File: config.mk
export PLATFORM = sky130hd
export DESIGN_NAME = jesd_tx_seq
export DESIGN_NICKNAME = d
export VERILOG_FILES = /design/src/rtl/jesd_tx_seq.sv
export SDC_FILE = /design/constraint.sdc
export NUM_CORES = 1
export LEC_CHECK = 0
export ABC_AREA = 1
export ABC_CLOCK_PERIOD_IN_PS = 2000
export CORE_UTILIZATION = 40
export CTS_CLUSTER_SIZE = 16
export DETAILED_ROUTE_END_ITERATION = 8
export PLACE_DENSITY = 0.83
export SYNTH_ARGS = -nofsm -noshare
export SYNTH_HDL_FRONTEND = slang
export SYNTH_SLANG_ARGS = --single-unit
File: constraint.sdc
create_clock -name clk -period 2 [get_ports clk]
set_input_delay 0.6 -clock clk [delete_from_list [all_inputs] [get_ports clk]]
set_output_delay 0.6 -clock clk [all_outputs]
set_load 0.02 [all_outputs]
File: src/rtl/jesd_tx_seq.sv
// JESD204 transmit link sequencer: CGS, ILAS and DATA character generation
// for an 8b/10b encoder, locked to a free-running LMFC position counter.
module jesd_tx_seq #(
  parameter int F = 2,
  parameter int K = 16
) (
  input  logic         clk,
  input  logic         rst_n,
  input  logic         i_sync_n,
  input  logic [7:0]   i_data,
  input  logic [111:0] i_cfg,
  output logic         o_data_req,
  output logic [7:0]   o_addr,
  output logic         o_k,
  output logic         o_rd_en,
  output logic [1:0]   o_state
);

  typedef enum logic [1:0] {
    CGS  = 2'd0,
    ILAS = 2'd1,
    DATA = 2'd2
  } state_e;

  localparam int         FK      = F * K;
  localparam logic [7:0] PosLast = 8'(FK - 1);
  localparam logic [3:0] FrmLast = 4'(F - 1);

  localparam logic [7:0] K28_0 = 8'h1C;
  localparam logic [7:0] K28_3 = 8'h7C;
  localparam logic [7:0] K28_4 = 8'h9C;
  localparam logic [7:0] K28_5 = 8'hBC;
  localparam logic [7:0] K28_7 = 8'hFC;

  state_e      state_q, state_d;
  logic [7:0]  pos_q;
  logic [3:0]  fpos_q;
  logic [1:0]  mf_q;
  logic [7:0]  prev_q;
  logic        prev_vld_q;
  logic [7:0]  addr_q;
  logic        k_q;
  logic        rd_en_q;

  logic        pos_last;
  logic        frm_last;
  logic        cfg_win;
  logic [3:0]  cfg_idx;
  logic [7:0]  cfg_oct [16];
  logic [7:0]  char_d;
  logic        k_d;

  for (genvar n = 0; n < 14; n++) begin : g_cfg
    assign cfg_oct[n] = i_cfg[8*n +: 8];
  end
  assign cfg_oct[14] = 8'h00;
  assign cfg_oct[15] = 8'h00;

  assign pos_last = (pos_q == PosLast);
  assign frm_last = (fpos_q == FrmLast);
  assign cfg_win  = (mf_q == 2'd1) && (pos_q >= 8'd2)
                    && (pos_q <= 8'd15);
  assign cfg_idx  = pos_q[3:0] - 4'd2;

  // State register
  always_ff @(posedge clk or negedge rst_n) begin
    if (!rst_n) begin
      state_q <= CGS;
    end else begin
      state_q <= state_d;
    end
  end

  // Next-state logic; loss of SYNC~ beats any progression
  always_comb begin
    state_d = state_q;
    unique case (state_q)
      CGS: begin
        if (i_sync_n && pos_last) state_d = ILAS;
      end
      ILAS: begin
        if (!i_sync_n) begin
          state_d = CGS;
        end else if (pos_last && (mf_q == 2'd3)) begin
          state_d = DATA;
        end
      end
      DATA: begin
        if (!i_sync_n) state_d = CGS;
      end
      default: state_d = CGS;
    endcase
  end

  // Character selection for the current cycle
  always_comb begin
    char_d = K28_5;
    k_d    = 1'b1;
    unique case (state_q)
      ILAS: begin
        unique case (1'b1)
          (pos_q == 8'd0): begin
            char_d = K28_0;
            k_d    = 1'b1;
          end
          pos_last: begin
            char_d = K28_3;
            k_d    = 1'b1;
          end
          ((mf_q == 2'd1) && (pos_q == 8'd1)): begin
            char_d = K28_4;
            k_d    = 1'b1;
          end
          cfg_win: begin
            char_d = cfg_oct[cfg_idx];
            k_d    = 1'b0;
          end
          default: begin
            char_d = pos_q;
            k_d    = 1'b0;
          end
        endcase
      end
      DATA: begin
        if (frm_last && prev_vld_q && (i_data == prev_q)) begin
          char_d = pos_last ? K28_3 : K28_7;
          k_d    = 1'b1;
        end else begin
          char_d = i_data;
          k_d    = 1'b0;
        end
      end
      default: begin
        char_d = K28_5;
        k_d    = 1'b1;
      end
    endcase
  end

  // LMFC position and multiframe counters
  always_ff @(posedge clk or negedge rst_n) begin
    if (!rst_n) begin
      pos_q  <= 8'd0;
      fpos_q <= 4'd0;
      mf_q   <= 2'd0;
    end else begin
      pos_q  <= pos_last ? 8'd0 : pos_q + 8'd1;
      fpos_q <= frm_last ? 4'd0 : fpos_q + 4'd1;
      if (state_q != ILAS && state_d == ILAS) begin
        mf_q <= 2'd0;
      end else if (state_q == ILAS && pos_last) begin
        mf_q <= mf_q + 2'd1;
      end
    end
  end

  // Raw last octet of the previous DATA frame
  always_ff @(posedge clk or negedge rst_n) begin
    if (!rst_n) begin
      prev_q     <= 8'h00;
      prev_vld_q <= 1'b0;
    end else if (state_q != DATA && state_d == DATA) begin
      prev_vld_q <= 1'b0;
    end else if (state_q == DATA && frm_last) begin
      prev_q     <= i_data;
      prev_vld_q <= 1'b1;
    end
  end

  always_ff @(posedge clk or negedge rst_n) begin
    if (!rst_n) begin
      addr_q  <= K28_5;
      k_q     <= 1'b1;
      rd_en_q <= 1'b0;
    end else begin
      addr_q  <= char_d;
      k_q     <= k_d;
      rd_en_q <= 1'b1;
    end
  end

  assign o_data_req = (state_q == DATA);
  assign o_addr     = addr_q;
  assign o_k        = k_q;
  assign o_rd_en    = rd_en_q;
  assign o_state    = state_q;

endmodule

==> impl_metrics.ini <==
[status]
status = completed

[yosys]
synth_top_area_share_pct = 22.4
synth.distinct_cells = 35
ys_seq_area_share_pct = 27.2
syn-cell-area_sq_um = 3250
synth_ff_type = dfrtp_1
post_synth.cell_area_avg_sq_um = 6.04
synth_area_leaders = dfrtp_1, nand2_1, nand3_1
synthCells = 537
ys_warn_count = 0
synth_edf_count = 0
ys_ff_latch = 35
yosysTopAreaCell = dfrtp_1
syn-num-nets = 672
synthArstFlopShare_pct = 100

[critical_path]
critical-path-top-delay-family = buffers and inverters
startpoint_type = register
crit_chain = inv_1 > ha_1 > clkdlybuf4s15_1
crit_slowest_cell = dfrtp_1
critPathBufInv = 2
worstPathRequired_ps = 1400
end_kind = primary output
critPathArrivalTime_ps = 1320
worst-path-max-fanout = 4
crit_type = reg -> out
critPathMaxStageDelay_ps = 380

[route]
wl_microns = 10500
highest_layer = met4
first_pass_iters = 5
wl_met2_microns = 5120
initialDrtViolationCount = 264
vias = 3858
ant_nets = 0
wl_met1_microns = 4350
detail_route.wl_per_cell_microns = 13.5
met3WireLength_microns = 638
routed_via_density = 4.95
drc = 0

[timing]
period_needed_ps = 1920
rsz0062_at_grt = yes
drv_slew = 0
period_share_pct = 96.1
hold_viol = 0
whs_ps = 515
clock.fmax_mhz = 520
clock_skew_ps = 8.07
setup_ws_ps = 77.8
final.setup.tns_ps = 0
finalSetupViolCount = 0

[global_routing]
antenna_found_initial = 0
grt_pass1_vias = 3826
grt_usage_pct = 25.2
grt_pass1_wl_microns = 17200
grt_max_degree = 44
globalRouteOverflowTotal = 0

[cts]
clock_sinks = 35
cts-root-buf = clkbuf_8
cts_tree = yes
numCtsBuffers = 5
post-cts-setup-buffers = 0
clk_latency_ps = 290
path_clk_slew_ps = 70
cts_hold_buf = 0
clk_path_buf_depth = 2
htreeDepth = 2

[placement]
port_buffers = 135
hpwl_microns = 8280
post_dp_cell_area_sq_um = 4770
gp_congestion = 0.864
pre_cts_ws_ps = -27.0

[power]
power_leakage_nw = 2.45
powerDensity_nw_per_um2 = 476
vdd_drop_max_uv = 338
p_total_mw = 2.34

[final_layout]
drive_above_1_share_pct = 9.90
n_antenna_cell = 0
area_delta_synth_final_pct = 51.2
final.fill_count = 678
final_nets = 812
design_area_sq_um = 4910

[floorplanning]
ios = 136
num_rows = 32
die-area_sq_um = 8480
core-area_sq_um = 7770
die_h_microns = 92.1
start_util_pct = 41.8
fp.dieW_microns = 92.1

[flow_run]
drv_cap = 0

[min_path]
hp-class = reg -> reg
[where the power goes]
| group | internal (mW) | switching [mW] |
|---|---|---|
| combinational | 0.447 | 0.414 |
| clock | 0.365 | 0.252 |
| sequential | 0.828 | 0.0320 |
| total | 1.64 | 0.698 |
[layout make-up]
type,count,area (sq um),area share [%]
clock buffer,6,72.6,1.48
clock inverter,1,30.0,0.612
inverter,75,290,5.91
multi-input combinational,405,2000,40.8
sequential,35,886,18.0
tap,102,128,2.60
timing repair buffer,154,1500,30.5
timing repair inverter,1,5.00,0.102
[registers in the layout (all words and copies together) (netlist names)]
register and flops:
o_k 1, fpos_q 4, o_rd_en 1, o_addr 8, pos_q 8, mf_q 2, prev_q 8, o_state 2
prev_vld_q 1
[per-layer routing]
| metal | vias to the layer above | GRT usage, % |
|---|---|---|
| met5 | - | 0 |
| met4 | 0 | 10.5 |
| met3 | 36 | 3.57 |
| met2 | 133 | 43.8 |
| met1 | 1726 | 31.1 |
| li1 | 1963 | - |
[synthesized netlist by cell type (2+ instances only)]
library cell / count
nand2_1: 173
nand3_1: 99
inv_1: 65
nor2_1: 45
dfrtp_1: 29
o21ai_0: 18
a21oi_1: 12
buf_2: 12
ha_1: 12
clkbuf_1: 9
inv_2: 9
dfstp_2: 6
o21ai_1: 6
xnor2_1: 6
nand2_2: 5
mux2_2: 4
nor3_1: 3
nand3b_1: 2
nor2_2: 2
nor2_4: 2
o21a_1: 2
or2_2: 2
xor2_1: 2
[worst paths after layout]
check                      startpoint  slack [ps]  cells past startpoint         end
setup / recovery           o_state[0]          80                      3  o_data_req
hold / removal              fpos_q[0]         520                      1   fpos_q[0]
setup reg to reg             pos_q[1]         110                     10   o_addr[6]
hold reg to reg             fpos_q[0]         520                      1   fpos_q[0]
max in group asynchronous       rst_n         940                      2   o_addr[2]
min in group asynchronous       rst_n         710                      2   prev_q[5]
[per-stage QoR]
step / utilization [%] / std cells
after floorplan: - / 537
after global placement: 61.4 / 771
after detailed placement: 61.4 / 771
after CTS: 62.6 / 778
after global routing: 63.2 / 779
final: 63.2 / 779
[worst register-to-register path: stages (launching register included)]
cell     delay, ps
dfrtp_2        440
inv_2           90
buf_4          320
ha_1           200
nand2_1         50
nor2_1         190
nor2_4          80
a21oi_1        210
nand2_1         80
nand2_1         60
a21oi_1         60
[cell families after synthesis]
group	Yosys count	synth area share (%)
simple gates	337	45.2
buf+inv	97	11.8
xor+xnor	9	2.66
compound gates	42	6.98
flops	35	27.2
fa+ha+maj	12	4.63
other cells	1	0.116
mux	4	1.39
[layout by cell type (no fill, tap or decap), drive strengths merged, types with 3 or more instances in the layout]
| cell | n |
|---|---|
| clkdlybuf4s50 | 126 |
| dfrtp | 29 |
| o21ai | 25 |
| xnor2 | 7 |
| ha | 12 |
| a21oi | 12 |
| buf | 19 |
| nand2 | 179 |
| clkbuf | 6 |
| mux2 | 4 |
| nand3 | 99 |
| dfstp | 6 |
| inv | 74 |
| dlygate4sd2 | 6 |
| nor2 | 50 |
| nor3 | 3 |
[timing repair]
item                                    in CTS  in global routing
gates cloned                                 0                  1
pin swaps                                    0                  1
gates resized for setup                      7                 12
endpoints found under the setup margin       7                 12
endpoints found under the hold margin        0                  0
Note: power is estimated with default switching activity, not from simulation.
